**src/rtl/mips_cpu_pkg.sv**
```systemverilog
`default_nettype none
// ============================================================================
// Module      : mips_cpu_pkg
// Description : Shared opcode/funct encodings, register indices and the
//               instruction decoder used by the decode stage.
// Revision    : 1.0 - initial release
// ============================================================================
package mips_cpu_pkg;

  typedef enum logic [5:0] {
    RTYPE = 6'b000000,
    ADDIU = 6'b001001,
    LW    = 6'b100011,
    SW    = 6'b101011
  } opcode_t;

  typedef enum logic [5:0] {
    JR = 6'b001000
  } functcode_t;

  localparam logic [4:0] ZERO = 5'd0;
  localparam logic [4:0] V0   = 5'd2;

  // Control information extracted from one instruction word
  typedef struct packed {
    logic       use_rs;
    logic       use_rt;
    logic [4:0] dest;
    logic       reg_write;
    logic       mem_read;
    logic       mem_write;
    logic       is_jr;
    logic       illegal;
  } decode_t;

  // Pure decode of an instruction word; dest is left 0 when nothing is written
  function automatic decode_t decode_instr(input logic [31:0] instr);
    decode_t d;
    d = '0;
    case (opcode_t'(instr[31:26]))
      RTYPE: begin
        d.use_rs = 1'b1;
        if (instr[5:0] == JR) begin
          d.is_jr = 1'b1;
        end else begin
          d.use_rt    = 1'b1;
          d.dest      = instr[15:11];
          d.reg_write = 1'b1;
        end
      end
      ADDIU: begin
        d.use_rs    = 1'b1;
        d.dest      = instr[20:16];
        d.reg_write = 1'b1;
      end
      LW: begin
        d.use_rs    = 1'b1;
        d.dest      = instr[20:16];
        d.reg_write = 1'b1;
        d.mem_read  = 1'b1;
      end
      SW: begin
        d.use_rs    = 1'b1;
        d.use_rt    = 1'b1;
        d.mem_write = 1'b1;
      end
      default: begin
        d.illegal = 1'b1;
      end
    endcase
    // $0 is never a real destination
    if (d.dest == ZERO) begin
      d.reg_write = 1'b0;
    end
    return d;
  endfunction

endpackage
`default_nettype wire

```
**src/rtl/mips_cpu_regfile.sv**
```systemverilog
`default_nettype none
// ============================================================================
// Module      : mips_cpu_regfile
// Description : 32x32 architectural register file, two combinational read
//               ports, one synchronous write port, $0 hardwired to zero,
//               live tap of $2.
// Revision    : 1.0 - initial release
// ============================================================================
module mips_cpu_regfile
  import mips_cpu_pkg::*;
(
  input  logic        clk,
  input  logic        reset,
  input  logic        wr_en,
  input  logic [4:0]  wr_addr,
  input  logic [31:0] wr_data,
  input  logic [4:0]  rd_addr_a,
  output logic [31:0] rd_data_a,
  input  logic [4:0]  rd_addr_b,
  output logic [31:0] rd_data_b,
  output logic [31:0] register_v0
);

  logic [31:0] regs [32];

  // Synchronous write port; $0 is never written
  always_ff @(posedge clk) begin
    if (reset) begin
      for (int i = 0; i < 32; i++) begin
        regs[i] <= '0;
      end
    end else if (wr_en && (wr_addr != ZERO)) begin
      regs[wr_addr] <= wr_data;
    end
  end

  assign rd_data_a   = (rd_addr_a == ZERO) ? 32'd0 : regs[rd_addr_a];
  assign rd_data_b   = (rd_addr_b == ZERO) ? 32'd0 : regs[rd_addr_b];
  assign register_v0 = regs[V0];

endmodule
`default_nettype wire

```
**src/rtl/mips_cpu_decode_stage.sv**
```systemverilog
`default_nettype none
// ============================================================================
// Module      : mips_cpu_decode_stage
// Description : Instruction decode / register read stage. Owns the register
//               file and a per-register scoreboard, stalls on RAW/WAW hazards
//               and presents a registered decode bundle to execute.
// Revision    : 1.0 - initial release
// ============================================================================
module mips_cpu_decode_stage
  import mips_cpu_pkg::*;
#(
  parameter bit BYPASS_WB = 1'b1
) (
  input  logic        clk,
  input  logic        reset,
  input  logic        clk_enable,
  input  logic        if_valid,
  output logic        if_ready,
  input  logic [31:0] if_instr,
  input  logic [31:0] if_pc,
  output logic        ex_valid,
  input  logic        ex_ready,
  output logic [31:0] ex_pc,
  output logic [31:0] ex_instr,
  output logic [5:0]  ex_opcode,
  output logic [5:0]  ex_funct,
  output logic [31:0] ex_rs_data,
  output logic [31:0] ex_rt_data,
  output logic [31:0] ex_imm_sext,
  output logic [31:0] ex_imm_zext,
  output logic [4:0]  ex_dest,
  output logic        ex_reg_write,
  output logic        ex_mem_read,
  output logic        ex_mem_write,
  output logic        ex_is_jr,
  output logic        ex_illegal,
  input  logic        wb_en,
  input  logic [4:0]  wb_addr,
  input  logic [31:0] wb_data,
  output logic [31:0] register_v0
);

  logic [4:0]  rs_addr;
  logic [4:0]  rt_addr;
  decode_t     dec;
  logic [31:0] rf_rs_data;
  logic [31:0] rf_rt_data;
  logic [31:0] pending;
  logic [31:0] pending_next;
  logic        rs_bypass;
  logic        rt_bypass;
  logic        rs_hazard;
  logic        rt_hazard;
  logic        waw_hazard;
  logic        stall;
  logic        accept;
  logic [31:0] rs_value;
  logic [31:0] rt_value;

  assign rs_addr = if_instr[25:21];
  assign rt_addr = if_instr[20:16];
  assign dec     = decode_instr(if_instr);

  mips_cpu_regfile u_regfile (
    .clk         (clk),
    .reset       (reset),
    .wr_en       (wb_en & clk_enable),
    .wr_addr     (wb_addr),
    .wr_data     (wb_data),
    .rd_addr_a   (rs_addr),
    .rd_data_a   (rf_rs_data),
    .rd_addr_b   (rt_addr),
    .rd_data_b   (rf_rt_data),
    .register_v0 (register_v0)
  );

  // Hazard detection, same-cycle writeback forwarding and fetch handshake
  always_comb begin
    rs_bypass  = BYPASS_WB && wb_en && (wb_addr == rs_addr) && (rs_addr != ZERO);
    rt_bypass  = BYPASS_WB && wb_en && (wb_addr == rt_addr) && (rt_addr != ZERO);
    rs_hazard  = dec.use_rs && pending[rs_addr] && !rs_bypass;
    rt_hazard  = dec.use_rt && pending[rt_addr] && !rt_bypass;
    // WAW: the destination still has an older result outstanding
    waw_hazard = dec.reg_write && pending[dec.dest];
    stall      = rs_hazard || rt_hazard || waw_hazard;
    if_ready   = clk_enable && !stall && (!ex_valid || ex_ready);
    accept     = if_valid && if_ready;
    rs_value   = rs_bypass ? wb_data : rf_rs_data;
    rt_value   = rt_bypass ? wb_data : rf_rt_data;
  end

  // Scoreboard next state: writeback clears, a newly issued writer sets (set wins)
  always_comb begin
    pending_next = pending;
    if (wb_en) begin
      pending_next[wb_addr] = 1'b0;
    end
    if (accept && dec.reg_write) begin
      pending_next[dec.dest] = 1'b1;
    end
    pending_next[0] = 1'b0;
  end

  // Scoreboard register
  always_ff @(posedge clk) begin
    if (reset) begin
      pending <= '0;
    end else if (clk_enable) begin
      pending <= pending_next;
    end
  end

  // Decode bundle register: load on transfer, hold while execute back-pressures
  always_ff @(posedge clk) begin
    if (reset) begin
      ex_valid     <= 1'b0;
      ex_pc        <= '0;
      ex_instr     <= '0;
      ex_opcode    <= '0;
      ex_funct     <= '0;
      ex_rs_data   <= '0;
      ex_rt_data   <= '0;
      ex_imm_sext  <= '0;
      ex_imm_zext  <= '0;
      ex_dest      <= '0;
      ex_reg_write <= 1'b0;
      ex_mem_read  <= 1'b0;
      ex_mem_write <= 1'b0;
      ex_is_jr     <= 1'b0;
      ex_illegal   <= 1'b0;
    end else if (clk_enable) begin
      if (accept) begin
        ex_valid     <= 1'b1;
        ex_pc        <= if_pc;
        ex_instr     <= if_instr;
        ex_opcode    <= if_instr[31:26];
        ex_funct     <= if_instr[5:0];
        ex_rs_data   <= rs_value;
        ex_rt_data   <= rt_value;
        ex_imm_sext  <= {{16{if_instr[15]}}, if_instr[15:0]};
        ex_imm_zext  <= {16'd0, if_instr[15:0]};
        ex_dest      <= dec.dest;
        ex_reg_write <= dec.reg_write;
        ex_mem_read  <= dec.mem_read;
        ex_mem_write <= dec.mem_write;
        ex_is_jr     <= dec.is_jr;
        ex_illegal   <= dec.illegal;
      end else if (ex_ready) begin
        ex_valid <= 1'b0;
      end
    end
  end

endmodule
`default_nettype wire

```
**config.mk**
```make
export PLATFORM = sky130hd
export DESIGN_NAME = mips_cpu_decode_stage
export DESIGN_NICKNAME = d
export VERILOG_FILES = /design/src/rtl/mips_cpu_pkg.sv /design/src/rtl/mips_cpu_regfile.sv /design/src/rtl/mips_cpu_decode_stage.sv
export SDC_FILE = /design/constraint.sdc
export NUM_CORES = 2
export LEC_CHECK = 0
export CAP_MARGIN = 15
export CORE_ASPECT_RATIO = 1.2
export CORE_MARGIN = 1
export CORE_UTILIZATION = 44
export DETAILED_ROUTE_END_ITERATION = 8
export REMOVE_ABC_BUFFERS = 1
export SLEW_MARGIN = 15
export SYNTH_ARGS = -nofsm -noshare
export SYNTH_HDL_FRONTEND = slang
export SYNTH_SLANG_ARGS = --single-unit
```
**constraint.sdc**
```tcl
create_clock -name clk -period 5.8 [get_ports clk]
set_input_delay 1.16 -clock clk [delete_from_list [all_inputs] [get_ports clk]]
set_output_delay 1.16 -clock clk [all_outputs]
set_load 0.02 [all_outputs]
```
; Word-level counts from Yosys, hierarchy flattened
; Memory sizes are Yosys's and may differ from the RTL's.
; Cells that the tools add are included.
[totals]
word_cells = 105
mem_count = 1
regBits = 214
in_bits = 107
ram_bits = 1024
out_inout_bits = 248
[memory_table]
columns = memory, words, width, read_ports, rd_ports_with_merged_regs, write_ports, line_no
row1 = u_regfile.regs, 32, 32, 3, 0, 32, mips_cpu_regfile.sv:24  ; logic [31:0] regs [32];
[op_classes]
bitwise = 4
n_lt_le_gt_ge = 6
eq_ne = 6
muxes = 36
reduce_logical = 36
[op_table]
columns = operator, count
row1 = two-way mux 32 bit, 7
row2 = AND 32 bit, 1
row3 = NOT 32 bit, 1
row4 = bitwise OR 32 bit, 1
row5 = OR reduction 32 bit, 1
row6 = less-than comparator 5 x 6 -> 1 bit (second input constant), 4
row7 = two-way mux 1 bit, 20
row8 = logical AND 1 bit, 16
row9 = binary-select mux 1 bit (select 5 bit), 3
row10 = zero test 5 bit, 3
row11 = nonzero test 5 bit, 3
row12 = equality test 6 x 4 -> 1 bit (second input constant), 2
row13 = equality test 6 bit (second input constant), 2
row14 = one-hot mux 6 bit (2 select lines), 1
row15 = demux 1 bit (select 5 bit), 2
row16 = equality test 5 bit, 2
row17 = greater-or-equal comparator 5 x 1 -> 1 bit (second input constant), 2
row18 = two-way mux 7 bit, 1
row19 = zero test 6 bit, 1
row20 = two-way mux 5 bit, 1
row21 = zero test 1 bit, 4
row22 = AND reduction 2 bit, 2
row23 = OR reduction 4 bit, 1
row24 = logical OR 1 bit, 3
row25 = other kinds (4), 4

; Depth between registers and ports, before layout
[logic_depth]
depth_word = 13
ltp_mapped = 14
depth_no_buf = 8

; By module
; Synthesis repeated with hierarchy kept, for this count alone.
[hier_totals]
cells_unflattened = 4570
area_unflattened_um2 = 64094.0
[by_module_without_submodules]
columns = module, cells_each, area_per_inst_um2, instances
row1 = mips_cpu_regfile, 3492, 54086.9, 1
row2 = mips_cpu_decode_stage, 1078, 10007.1, 1

; Worst setup path after synthesis
; Ideal clock, no wire load.
[synth_path]
kind = input to register
from = input port wb_addr[3]
to = memory u_regfile.regs[8][0], enable pin
t_required_ns = 5.334
arrival_ns = 4.428
path_buffers = 2
path_stages = 4
path_slack_ns = 0.906
cell_sequence = clkbuf_1 or3b_2 clkbuf_1 o21ai_0
[synth_lines]
columns = element, line_no
row1 = from (decl), mips_cpu_decode_stage.sv:38  ; input logic [4:0] wb_addr,
row2 = to (decl), mips_cpu_regfile.sv:24

; Worst setup path in the final report
[layout_path]
from = input port if_instr[31]
to = output port if_ready
[layout_between]
elab_chain_len = 10
elab_cells_between_ends = 23
classes_between = eq/ne (3) / mux (6) / reduce/logical (14)
[layout_lines]
columns = element, line_no
row1 = from (decl), mips_cpu_decode_stage.sv:19  ; input logic [31:0] if_instr,
row2 = "equality test 6 bit, or another cell as far along", mips_cpu_pkg.sv:40  ; case (opcode_t'(instr[31:26]))
row3 = OR reduction 2 bit (no line) or OR reduction 4 bit (tied branches), n/a
row4 = one-hot mux 6 bit (2 select lines) or two-way mux 1 bit (tied branches), mips_cpu_pkg.sv:40
row5 = "binary-select mux 1 bit (select 5 bit), or another cell as far along", mips_cpu_decode_stage.sv:84  ; waw_hazard = dec.reg_write && pending[dec.dest];
row6 = "two-way mux 1 bit (implied by the code), or another cell as far along", mips_cpu_decode_stage.sv:84
row7 = logical AND 1 bit or logical OR 1 bit (tied branches), "mips_cpu_decode_stage.sv:84, mips_cpu_decode_stage.sv:85"
row8 = logical OR 1 bit *, mips_cpu_decode_stage.sv:85  ; stall = rs_hazard || rt_hazard || waw_hazard;
row9 = zero test 1 bit *, mips_cpu_decode_stage.sv:86  ; if_ready = clk_enable && !stall && (!ex_valid || ex_ready);
row10 = logical AND 1 bit * (2 in a row), mips_cpu_decode_stage.sv:86
row11 = to (decl), mips_cpu_decode_stage.sv:18  ; output logic if_ready,
; Every way passes the cells marked *; elsewhere a longest branch is shown, timed or not. The select of a mux whose other input is x is not followed.

==> impl_metrics.yaml <==
hold_path:
  hold_path_depth: 2
  min_from: "ex_instr[22]"
  hp-class: "register to register"
  min_to: "ex_instr[22]"
logic_synthesis:
  async_flop_share_pct: 0
  ys_seq_area_share_pct: 54.1
  synth-edff-count: 1024
  synth_largest_area_cell: "edfxtp_1"
  ys_ff_latch: 1194
  netlist_area_mm2: 0.0631
  synth_top_area_share_pct: 48.7
  synth.area.top_cells: "edfxtp_1 49%, mux4_2 23%, and2_1 9.8%"
  yosysMostFrequentCell: "edfxtp_1"
  synth_commonest_cells: "1024 x edfxtp_1, 993 x and2_1, 655 x mux4_2"
  syn_inst: 4229
  synthFlopType: "edfxtp_1"
  yosysUniqueCellTypes: 65
  avgSynthCellArea_um2: 14.9
  yosysWarnings: 0
detailed_routing:
  antenna_left: 0
  num_vias: 39379
  dr.pass1.iters: 6
  met2_length_um: 100000
  avgViaCountPerCell: 6.19
  wl_per_cell_um: 32.9
  wl_um: 209000
  drc_errors: 0
  met3_length_um: 18200
  drt_first_iter_violations: 4631
  highest_layer: "met4"
  wl_met1_um: 80900
critical_path:
  crit_path_end_kind: "output pin"
  path_cells: "clkdlybuf4s50_1 -> or4_4 -> a211oi_4 -> a21o_1 -> buf_4 -> mux2i_1 -> o311ai_1 -> o31ai_1 -> o31a_1 -> clkdlybuf4s50_1"
  critPathRequiredTime_ps: 4640
  worst_path_max_delay_cell: "clkdlybuf4s50_1"
  r2r_slack_ps: 2240
  cp_max_fo: 12
  path_common_cell: "clkdlybuf4s50_1"
  setup.worst_path.class: "input pin to output pin"
  start_kind: "input pin"
  cpPeakStageDelay_ps: 610
  worst-path-buf-inv: 3
  ff2ff_path_depth: 9
  cp.arrival_ps: 4470
  r2r-end: "ex_pc[18]"
  crit_family: "buffers and inverters"
  regToRegStartpoint: "pending[27]"
  startpoint: "if_instr[31]"
finish:
  syn2layout_area_growth_pct: 15.8
  final_layout_size_suffix_gt1_share_pct: 25.7
  fill_cells: 11726
  nets: 4517
  final_core_utilization_pct: 51.6
global_route:
  grt_pass1_wl_um: 295000
  gr-total-overflow: 0
  grt_usage_pct: 28.9
  first_global_vias: 39392
  antenna_found_initial: 8
  grt_max_degree: 110
power:
  swShare_pct: 25.2
  comb_power_share_pct: 13.2
  p_seq_share_pct: 46.9
  clkPwrFrac_pct: 39.8
  ir_drop_v: 0.000305
  p_sw_uw: 5360
  p_int_uw: 15900
  power.density_mw_per_mm2: 292
  leakage_uw: 0.0251
clocking:
  holdBufCountCts: 0
  cts_buffers: 137
  clkTransAtPathRegs_ps: 60
  clockBufferDepth: 3
  htreeDepth: 4
  root_buffer: "clkbuf_16"
  clk_latency_ps: 780
  cts_tree: "built"
  cts_sinks: 1194
sta:
  fin_crit_sh_pct: 97.1
  finalHoldViolCount: 0
  slew_headroom_pct: 21.1
  finalMaxSlewViolations: 0
  period_needed_ps: 5630
  setup_tns_ps: 0
  fmax_mhz: 177
  rsz0062_at_grt: "false"
  setup-violations-final: 0
  worst_pin_slew_ps: 1180
  fin_skew_ps: 25.5
  timing.hold.ws_ps: 454
place:
  dp_hpwl_um: 122000
  place_congestion: 0.887
  place.port_buffers: 338
die:
  io_pins: 355
  fp.dieW_um: 348
  start_util_pct: 44.5
  fp-row-count: 151
  core_area_mm2: 0.142
  die_y_um: 417
  die_area_mm2: 0.145
job:
  cap_violations: 0
run_status:
  outcome: "finished clean"
[cells by family (layout without fill, tap and decap cells)]
| family | count (synthesis) | count (layout) | synth area share (%) |
|---|---|---|---|
| mux | 843 | 843 | 26.4 |
| simple gates | 1417 | 1417 | 12.7 |
| flops | 1194 | 1194 | 54.1 |
| other cells | 1 | 50 | 0.00594 |
| compound gates | 230 | 230 | 2.72 |
| xor+xnor | 10 | 10 | 0.139 |
| buf+inv | 534 | 777 | 3.86 |
[metal layers]
metal	global-route usage [%]	up-vias
met5	0	-
met4	13.2	0
met1	38.0	20453
met3	5.31	385
li1	-	16355
met2	46.7	2186
[stage by stage]
step / total power, uW / cell area [um^2] / setup WS, ps / instances
final: 21300 / 73100 / 165 / 6357
after global routing: 21900 / 73100 / 54.2 / 6357
after CTS: 21400 / 73100 / 52.9 / 6352
after detailed placement: 13000 / 68700 / 68.3 / 6104
after global placement: 13000 / 68700 / 109 / 6104
after floorplan: 11600 / 60900 / -4650 / 3752
[timing repair]
item                                    CTS  global route
gates resized for setup                   0             0
endpoints found under the setup margin    0             1
setup buffers                             0             3
[power groups by stage]
stage	logic [uW]	registers, uW	clock network, uW
after global routing	2920	10100	8920
after floorplan	1340	10200	0
after global placement	2810	10100	0
after CTS	2820	10000	8590
after detailed placement	2810	10200	0
final	2820	10000	8480
[registers in the layout, indices dropped and copies added, names as in the netlist]
| register | count |
|---|---|
| ex_mem_read | 1 |
| ex_is_jr | 1 |
| ex_rs_data | 32 |
| u_regfile.regs | 1024 |
| ex_reg_write | 1 |
| ex_valid | 1 |
| ex_dest | 5 |
| ex_rt_data | 32 |
| pending | 31 |
| ex_instr | 32 |
| ex_illegal | 1 |
| ex_pc | 32 |
| ex_mem_write | 1 |
[worst register-to-register path: stages, from the launching register on]
cell and delay (ps):
dfxtp_1 360, mux4_2 500, mux4_2 480, nand2_1 80, o21ai_0 130, a311oi_1 300, and2_1 240, o31a_2 690
buf_12 400, mux2i_1 310
[how the worst max path moves through the flow]
| stage | end | slack (ps) | cells past startpoint |
|---|---|---|---|
| after floorplan | pending[3] | -4650 | 3 |
| after global placement | if_ready | 110 | 10 |
| after detailed placement | if_ready | 70 | 10 |
| after CTS | if_ready | 50 | 10 |
| after global routing | if_ready | 50 | 10 |
| final | if_ready | 170 | 10 |
[layout make-up]
type,count,area (um^2),share of cell area [%]
antenna,2,5.00,0.00685
clock buffer,187,3880,5.31
clock inverter,61,457,0.625
inverter,10,45.0,0.0616
multi-input combinational,2548,27300,37.4
sequential,1194,34200,46.7
tap,1836,2300,3.14
timing repair buffer,519,4930,6.75
[cell usage in the layout (no fill, tap or decap), types with 48 or more instances in the layout]
master,n
dfxtp_1,170
conb_1,48
mux4_2,655
edfxtp_1,1024
clkdlybuf4s50_1,326
and2_1,993
mux2i_1,150
buf_4,169
o211ai_1,54
clkbuf_16,146
nand2_1,294
(Power assumes the default switching activity.)
